===== src/rtl/reaction_pkg.sv =====
// Shared types and defaults for the reaction-timer random delay generator.
// Holds the FSM state enum, default parameter values and the LFSR tap positions.
package reaction_pkg;

  typedef enum logic {
    IDLE  = 1'b0,
    COUNT = 1'b1
  } state_t;

  localparam int              LFSR_W_DEF = 10;
  localparam int              MIN_MS_DEF = 1000;
  localparam int              DLY_W_DEF  = 13;
  localparam logic [9:0]      SEED_DEF   = 10'h001;

  // Fibonacci taps for x^10 + x^7 + 1
  localparam int              TAP_HI     = 9;
  localparam int              TAP_LO     = 6;

endpackage


===== src/rtl/lfsr_step.sv =====
// Free-running Fibonacci LFSR, stepping every clock out of reset.
// Synchronous reset loads SEED; a stuck all-zero state reloads SEED on the next clock.
module lfsr_step
  import reaction_pkg::*;
#(
  parameter int             W     = LFSR_W_DEF,
  parameter logic [W-1:0]   SEED  = W'(SEED_DEF),
  parameter int             TAP_A = TAP_HI,
  parameter int             TAP_B = TAP_LO
) (
  input  logic         MAX10_CLK1_50,
  input  logic         reset,
  output logic [W-1:0] lfsr
);

  logic [W-1:0] lfsr_next;

  always_comb begin
    lfsr_next = {lfsr[W-2:0], lfsr[TAP_A] ^ lfsr[TAP_B]};
  end

  always_ff @(posedge MAX10_CLK1_50) begin
    if (reset) begin
      lfsr <= SEED;
    end else if (lfsr == '0) begin
      lfsr <= SEED;
    end else begin
      lfsr <= lfsr_next;
    end
  end

endmodule


===== src/rtl/reaction_delay_gen.sv =====
// Random-delay generator: on start, waits MIN_MS + lfsr ticks of tick_1khz, then pulses delay_ready.
// Define REACTION_DELAY_FALSE_START_EN to turn an early key_press into a false_start pulse.
//
// Handshake: start/abort/key_press/tick_1khz are single-cycle strobes sampled on the clock
// edge; there is no back-pressure. start is accepted only while busy is low.
module reaction_delay_gen
  import reaction_pkg::*;
#(
  parameter int                  LFSR_W = LFSR_W_DEF,
  parameter int                  MIN_MS = MIN_MS_DEF,
  parameter logic [LFSR_W-1:0]   SEED   = LFSR_W'(SEED_DEF),
  parameter int                  DLY_W  = DLY_W_DEF
) (
  input  logic             MAX10_CLK1_50,
  input  logic             reset,
  input  logic             tick_1khz,
  input  logic             start,
  input  logic             abort,
  input  logic             key_press,
  output logic             busy,
  output logic             delay_ready,
  output logic             false_start,
  output logic [DLY_W-1:0] delay_ms
);

  state_t             state_q, state_d;
  logic [DLY_W-1:0]   cnt_q, cnt_d;
  logic [DLY_W-1:0]   delay_q, delay_d;
  logic               ready_q, ready_d;
  logic [LFSR_W-1:0]  lfsr;
  logic [DLY_W-1:0]   start_val;

`ifdef REACTION_DELAY_FALSE_START_EN
  logic               fs_q, fs_d;
`else
  logic               unused_key_press;
  assign unused_key_press = key_press;
`endif

  lfsr_step #(
    .W     (LFSR_W),
    .SEED  (SEED),
    .TAP_A (TAP_HI),
    .TAP_B (TAP_LO)
  ) u_lfsr (
    .MAX10_CLK1_50 (MAX10_CLK1_50),
    .reset         (reset),
    .lfsr          (lfsr)
  );

  // Current (pre-step) LFSR value, zero-extended, on top of the fixed minimum.
  assign start_val = DLY_W'(MIN_MS) + {{(DLY_W-LFSR_W){1'b0}}, lfsr};

  always_comb begin
    state_d = state_q;
    cnt_d   = cnt_q;
    delay_d = delay_q;
    ready_d = 1'b0;
`ifdef REACTION_DELAY_FALSE_START_EN
    fs_d    = 1'b0;
`endif
    case (state_q)
      IDLE: begin
        if (start && !abort) begin
          delay_d = start_val;
          cnt_d   = start_val;
          state_d = COUNT;
        end
      end
      COUNT: begin
        // Priority: abort, then early press, then the tick.
        if (abort) begin
          state_d = IDLE;
`ifdef REACTION_DELAY_FALSE_START_EN
        end else if (key_press) begin
          state_d = IDLE;
          fs_d    = 1'b1;
`endif
        end else if (tick_1khz) begin
          cnt_d = cnt_q - 1'b1;
          if (cnt_q == DLY_W'(1)) begin
            state_d = IDLE;
            ready_d = 1'b1;
          end
        end
      end
      default: state_d = IDLE;
    endcase
  end

  always_ff @(posedge MAX10_CLK1_50) begin
    if (reset) begin
      state_q <= IDLE;
      cnt_q   <= '0;
      delay_q <= '0;
      ready_q <= 1'b0;
`ifdef REACTION_DELAY_FALSE_START_EN
      fs_q    <= 1'b0;
`endif
    end else begin
      state_q <= state_d;
      cnt_q   <= cnt_d;
      delay_q <= delay_d;
      ready_q <= ready_d;
`ifdef REACTION_DELAY_FALSE_START_EN
      fs_q    <= fs_d;
`endif
    end
  end

  assign busy        = (state_q == COUNT);
  assign delay_ready = ready_q;
  assign delay_ms    = delay_q;
`ifdef REACTION_DELAY_FALSE_START_EN
  assign false_start = fs_q;
`else
  assign false_start = 1'b0;
`endif

endmodule


===== config.mk =====
export PLATFORM = sky130hd
export DESIGN_NAME = reaction_delay_gen
export DESIGN_NICKNAME = d
export VERILOG_FILES = /design/src/rtl/reaction_pkg.sv /design/src/rtl/lfsr_step.sv /design/src/rtl/reaction_delay_gen.sv
export SDC_FILE = /design/constraint.sdc
export NUM_CORES = 1
export LEC_CHECK = 0
export ABC_AREA = 1
export CORE_AREA = 2 2 57 59
export CTS_BUF_LIST = sky130_fd_sc_hd__clkbuf_8
export DETAILED_ROUTE_END_ITERATION = 8
export DIE_AREA = 0 0 59 61
export PLACE_DENSITY = 0.83
export SETUP_SLACK_MARGIN = 0.3
export SYNTH_ARGS = -nofsm -noshare
export SYNTH_HDL_FRONTEND = slang
export SYNTH_SLANG_ARGS = --single-unit

===== constraint.sdc =====
create_clock -name MAX10_CLK1_50 -period 2.7 [get_ports MAX10_CLK1_50]
set_clock_uncertainty 0.2 [all_clocks]
set_input_delay 0.54 -clock MAX10_CLK1_50 [delete_from_list [all_inputs] [get_ports MAX10_CLK1_50]]
set_output_delay 0.54 -clock MAX10_CLK1_50 [all_outputs]
set_load 0.1 [all_outputs]

==> flow_summary.json, run 1 <==
{
  "outcome": "finished, final reports clean",
  "stdcell_count": 296,
  "synth-xor-area-share_pct": 2.56,
  "wl_um": 3620,
  "nets": 271,
  "final_cell_mix": "nand2_1, dfxtp_1, nor2_1, inv_1, nand3_1",
  "rows": 20,
  "synth.ff_latch_count": 36,
  "path_buf_inv": 2,
  "post-route-period-util_pct": 70.2,
  "synthCells": 241,
  "max_stage_delay_ps": 340,
  "vias": 1595,
  "diodes": 0,
  "synth_area_leaders": "dfxtp_1, nand2_1, nor2_1",
  "ys_types": 32,
  "dp_slack_ps": 516,
  "synth_mux_area_share_pct": 0,
  "cp_num_cells": 2,
  "clock.fmax_mhz": 528,
  "highest_layer": "met4",
  "synth_simple_gate_area_share_pct": 30.4,
  "core_area_um2": 2950,
  "cts_hold_buf": 0,
  "slew_viol_final": 0,
  "crit_path_end_kind": "output pin",
  "clockBufferDepth": 2,
  "report.final.hold_viol_count": 0,
  "synth_top_family_by_area": "simple AND/OR/NAND/NOR gates",
  "crit_start": "busy$_SDFF_PP0_",
  "period_minus_slack_ps": 1900,
  "syn_to_final_growth_pct": 14.7,
  "dr_wl_met3_um": 162,
  "cts_setup_buffers": 0,
  "die_h_um": 61,
  "syn_area_um2": 1710,
  "setup_viol": 0,
  "initial_core_util_pct": 57.8,
  "grt_usage_pct": 23.0,
  "drcViolationCount": 0,
  "cts_tree": "done",
  "fin_ws_ps": 805,
  "cts_made_buffers": 5,
  "yosysWarnings": 0,
  "first_global_vias": 1425,
  "synth_adder_area_share_pct": 2.20,
  "fin_setup_tns_ps": 0,
  "die_w_um": 59,
  "overflow": 0,
  "synth.avg_cell_area_um2": 7.09,
  "clockRootBuffer": "clkbuf_8",
  "worst_r2r_startpoint": "busy$_SDFF_PP0_",
  "yosysTopAreaCellShare_pct": 42.2,
  "final_common_cell": "nand2_1",
  "boundaryPins": 22,
  "final_antenna_net_count": 0,
  "rr_worst_depth": 6,
  "cts.sinks": 36,
  "r2r_setup_slack_ps": 1000,
  "synth_compound_area_share_pct": 13.4,
  "hpwl_um": 2610,
  "ir_drop_uv": 393,
  "drive_gt1_share_pct": 11.4,
  "cp.arrival_ps": 1160,
  "leakagePower_nw": 0.873,
  "antenna_found_initial": 0,
  "yosysTopAreaCell": "dfxtp_1",
  "grt_max_degree": 20,
  "grt_pass1_wl_um": 6120,
  "crit_path_top_delay_cell": "dfxtp_1",
  "io_buffers": 17,
  "dp_cells": 288,
  "crit_family": "buffers and inverters",
  "wl_met2_um": 1670,
  "drt_iter0_drc": 73,
  "wl_met1_um": 1710,
  "crit_end": "busy",
  "die_area_um2": 3600,
  "hold_path.class": "flop to flop",
  "r2r_end": "cnt_q[1]$_SDFFE_PP0P_",
  "cpMostUsedCell": "buf_4",
  "crit_chain": "buf_4 > buf_4",
  "p_per_area_nw_per_um2": 632,
  "cts_repair_resize_count": 0,
  "path_clk_slew_ps": 70,
  "critPathKind": "flop to output pin",
  "clk-insertion-delay-late_ps": 290,
  "rsz0062_at_grt": "no",
  "required_ps": 1960,
  "cap_violations": 0,
  "cp_max_fo": 14,
  "htree_levels": 2,
  "vias_per_cell": 5.39,
  "wl_per_cell_um": 12.2,
  "dr.pass1.iters": 4,
  "startpoint_type": "flop",
  "yosysSeqAreaShare_pct": 42.2,
  "gp_congestion": 0.968
}
[worst min-delay path: cells and delay by family, from the launching register on]
kind	cells	cell delay, ps
flops	1	330
buf+inv	1	60
simple gates	1	40
[report_power, final]
group	leakage (nW)	total (mW)	switching (mW)	internal (mW)
Clock	0.0538	0.384	0.184	0.200
Combinational	0.525	0.272	0.200	0.0720
Sequential	0.294	0.582	0.0221	0.560
Total	0.873	1.24	0.406	0.832
[worst min path at each step]
| stage | depth (start not counted) | start | to |
|---|---|---|---|
| after floorplan | 2 | u_lfsr.lfsr[4]$_SDFF_PP0_ | u_lfsr.lfsr[5]$_SDFF_PP0_ |
| after global placement | 2 | u_lfsr.lfsr[4]$_SDFF_PP0_ | u_lfsr.lfsr[5]$_SDFF_PP0_ |
| after detailed placement | 2 | u_lfsr.lfsr[4]$_SDFF_PP0_ | u_lfsr.lfsr[5]$_SDFF_PP0_ |
| after CTS | 2 | u_lfsr.lfsr[4]$_SDFF_PP0_ | u_lfsr.lfsr[5]$_SDFF_PP0_ |
| after global routing | 2 | delay_ms[7]$_SDFFE_PP0P_ | delay_ms[7]$_SDFFE_PP0P_ |
| final | 2 | u_lfsr.lfsr[4]$_SDFF_PP0_ | u_lfsr.lfsr[5]$_SDFF_PP0_ |
[logic make-up after synthesis]
group	Yosys count
AND/OR/NAND/NOR	117
AO/OA/AOI/OAI	44
flip-flops	36
buffers and inverters	35
XOR/XNOR	5
adder cells (fa/ha/maj)	3
other	1
[synthesized netlist by cell type]
| master | instances |
|---|---|
| nand3_1 | 23 |
| buf_4 | 3 |
| nor2_2 | 2 |
| nor4_1 | 1 |
| o21ai_0 | 19 |
| and2_1 | 1 |
| o211ai_1 | 1 |
| clkbuf_1 | 2 |
| a21oi_1 | 14 |
| nand3b_1 | 1 |
| xor2_1 | 3 |
| xnor2_1 | 2 |
| a31oi_1 | 3 |
| and3_1 | 1 |
| ha_1 | 3 |
| nor2_4 | 1 |
| buf_6 | 1 |
| nand4_1 | 3 |
| inv_2 | 1 |
| o21ai_1 | 6 |
| nor2_1 | 35 |
| nand3_2 | 1 |
| dfxtp_1 | 36 |
| a211oi_1 | 1 |
| nor3_1 | 3 |
| nand2_4 | 1 |
| conb_1 | 1 |
| clkinv_1 | 1 |
| nand2_1 | 43 |
| nand2_2 | 1 |
| buf_2 | 3 |
| inv_1 | 24 |
[flip-flops by register name, summed over array words and instances, names as in the netlist]
name         count
cnt_q           13
delay_ms        11
u_lfsr.lfsr     10
busy             1
delay_ready      1
[per-layer routing]
layer	vias up	GRT usage (%)
li1	825	-
met1	725	29.3
met2	36	36.2
met3	9	5.97
met4	0	11.4
met5	-	0
[area by class of cell]
class                           count  area (um^2)
Multi-Input combinational cell    172          841
Fill cell                         280          995
Timing Repair Buffer               21          168
Inverter                           26         97.6
Clock inverter                      2         7.51
Clock buffer                        6         82.6
Sequential cell                    36          721
Tap cell                           33         41.3
[metrics by stage]
stage / instance area, um^2 / hold WS [ps] / total power, mW / utilization, %
3_3_place_gp: 1870 / 253 / 0.860 / 63.3
6_report: 1960 / 263 / 1.24 / 66.3
5_1_grt: 1960 / 284 / 1.29 / 66.3
4_1_cts: 1960 / 265 / 1.24 / 66.3
3_5_place_dp: 1870 / 254 / 0.863 / 63.3
2_1_floorplan: 1720 / 238 / 0.809 / -
(Power assumes the default switching activity.)
==> run 2: changes to the inputs <==
--- a/config.mk
+++ b/config.mk
@@ -6,11 +6,11 @@
 export NUM_CORES = 1
 export LEC_CHECK = 0
 export ABC_AREA = 1
-export CORE_AREA = 2 2 57 59
+export CORE_AREA = 2 2 61 63
 export CTS_BUF_LIST = sky130_fd_sc_hd__clkbuf_8
 export DETAILED_ROUTE_END_ITERATION = 8
-export DIE_AREA = 0 0 59 61
-export PLACE_DENSITY = 0.83
+export DIE_AREA = 0 0 63 65
+export PLACE_DENSITY = 0.76
 export SETUP_SLACK_MARGIN = 0.3
 export SYNTH_ARGS = -nofsm -noshare
 export SYNTH_HDL_FRONTEND = slang
==> constraint.sdc (replaced) <==
create_clock -name MAX10_CLK1_50 -period 1.6 [get_ports MAX10_CLK1_50]
set_clock_uncertainty 0.2 [all_clocks]
set_input_delay 0.32 -clock MAX10_CLK1_50 [delete_from_list [all_inputs] [get_ports MAX10_CLK1_50]]
set_output_delay 0.32 -clock MAX10_CLK1_50 [all_outputs]
set_load 0.1 [all_outputs]
==> flow_summary.json, run 2 (synthesized netlist as in run 1, its figures left out) <==
{
  "cts.sinks": 36,
  "drive_gt1_share_pct": 54.2,
  "clockBufferDepth": 2,
  "vias": 2063,
  "outcome": "finished, final reports clean",
  "boundaryPins": 22,
  "crit_chain": "buf_12 > inv_8 > buf_4 > nor3_2 > o21ai_1 > a21oi_1",
  "vias_per_cell": 5.95,
  "syn_to_final_growth_pct": 75.8,
  "first_global_vias": 2011,
  "hpwl_um": 2930,
  "diodes": 0,
  "cp_max_fo": 14,
  "report.final.hold_viol_count": 0,
  "grt_pass1_wl_um": 9290,
  "clock.fmax_mhz": 640,
  "setup_viol": 0,
  "period_minus_slack_ps": 1560,
  "cp.arrival_ps": 1590,
  "htree_levels": 2,
  "max_stage_delay_ps": 380,
  "post-route-period-util_pct": 97.6,
  "critPathKind": "flop to flop",
  "path_clk_slew_ps": 80,
  "rsz0062_at_grt": "yes",
  "grt_max_degree": 15,
  "crit_path_top_delay_cell": "dfxtp_4",
  "nets": 307,
  "required_ps": 1630,
  "grt_usage_pct": 29.8,
  "wl_um": 7110,
  "drt_iter0_drc": 224,
  "dr.pass1.iters": 4,
  "num-fill-cells": 171,
  "die_area_um2": 4100,
  "leakagePower_nw": 1.26,
  "clk-insertion-delay-late_ps": 300,
  "die_w_um": 63,
  "stdcell_count": 347,
  "overflow": 0,
  "final_cell_mix": "nand2_1, buf_4, nor2_1, inv_1",
  "cts_made_buffers": 5,
  "hold_path.class": "input pin to flop",
  "slew_viol_final": 0,
  "cts_hold_buf": 0,
  "rows": 22,
  "dp_cells": 314,
  "cap_violations": 0,
  "core_area_um2": 3500,
  "initial_core_util_pct": 48.9,
  "clockRootBuffer": "clkbuf_8",
  "ir_drop_uv": 755,
  "die_h_um": 65,
  "largest_reg_flops": 13,
  "startpoint_type": "flop",
  "wl_per_cell_um": 20.5,
  "gp_congestion": 0.867,
  "antenna_found_initial": 0,
  "cts_tree": "done",
  "drcViolationCount": 0,
  "final_antenna_net_count": 0,
  "crit_path_end_kind": "flop",
  "final_common_cell": "nand2_1",
  "largest-register": "cnt_q",
  "p_per_area_nw_per_um2": 855,
  "io_buffers": 17,
  "fin_setup_tns_ps": 0
}
[run 2: cell count changes in the layout (fill, tap and decap cells not counted), sizes merged]
| cell | change |
|---|---|
| dlymetal6s2s | +1 |
| buf | +34 |
| clkinvlp | +1 |
| clkbuf | +1 |
| inv | -2 |
| clkdlybuf4s50 | -3 |
| dlygate4sd2 | +2 |
| nand2 | +2 |
[run 2: layout make-up]
type,instances,area (um^2),area share (%)
Clock inverter,1,3.75,0.125
Timing Repair Buffer,55,652,21.7
Sequential cell,36,766,25.5
Tap cell,48,60.1,2.00
Inverter,26,139,4.63
Clock buffer,7,96.3,3.21
Multi-Input combinational cell,174,1280,42.8
[run 2: path summary, 6_finish.rpt]
| kind | cells past startpoint | startpoint | to | slack (ps) |
|---|---|---|---|---|
| max | 6 | busy$_SDFF_PP0_ | cnt_q[6]$_SDFFE_PP0P_ | 40 |
| min | 3 | reset | delay_ms[5]$_SDFFE_PP0P_ | 300 |
| max reg2reg | 6 | busy$_SDFF_PP0_ | cnt_q[6]$_SDFFE_PP0P_ | 40 |
| min reg2reg | 2 | delay_ms[10]$_SDFFE_PP0P_ | delay_ms[10]$_SDFFE_PP0P_ | 320 |
[run 2: power breakdown]
group	internal (mW)	leakage [nW]	total, mW	switching [mW]
clock network	0.387	0.0557	0.731	0.344
logic	0.303	0.896	0.825	0.522
registers	0.943	0.306	1.01	0.0664
[run 2: routing by layer]
metal / share of wire [%] / vias up / GRT usage, % / wire [um]
met1: 34 / 944 / 30.5 / 2420
met3: 7.5 / 56 / 7.99 / 531
met4: 8.4 / 0 / 17.5 / 595
li1: - / 906 / - / -
met5: 0 / - / 0 / 0
met2: 50 / 157 / 54.3 / 3560
[run 2: metrics by stage]
stage | power [mW] | hold WS (ps) | setup slack, ps | utilization [%] | instance area (um^2)
floorplan | 1.38 | 238 | 117 | - | 1770
global placement | 1.54 | 257 | -199 | 62.4 | 2180
detailed placement | 1.55 | 260 | -238 | 62.4 | 2180
CTS | 2.40 | 289 | 137 | 79.4 | 2780
global route | 2.64 | 302 | -22.9 | 85.9 | 3000
finish | 2.57 | 296 | 37.8 | 85.9 | 3000
[run 2: what timing repair did]
action	in CTS	in global routing
pin swaps	21	20
resized for setup	101	47
cloned	2	0
endpoints found under the setup margin	47	48
buffers inserted	17	6
[run 2: worst max-delay path, delay by kind of cell (launching register included)]
| family | cells | cell delay (ps) |
|---|---|---|
| AOI/OAI and AO/OA | 2 | 300 |
| and+or+nand+nor | 1 | 270 |
| DFF | 1 | 380 |
| buffers and inverters | 3 | 340 |
==> run 3: changes to the inputs <==
--- a/config.mk
+++ b/config.mk
@@ -10,6 +10,7 @@
 export CTS_BUF_LIST = sky130_fd_sc_hd__clkbuf_8
 export DETAILED_ROUTE_END_ITERATION = 8
 export DIE_AREA = 0 0 63 65
+export GPL_ROUTABILITY_DRIVEN = 0
 export PLACE_DENSITY = 0.76
 export SETUP_SLACK_MARGIN = 0.3
 export SYNTH_ARGS = -nofsm -noshare
==> results of run 3 <==
Same layout as run 2: the final DEF is identical, and so are final timing and power.
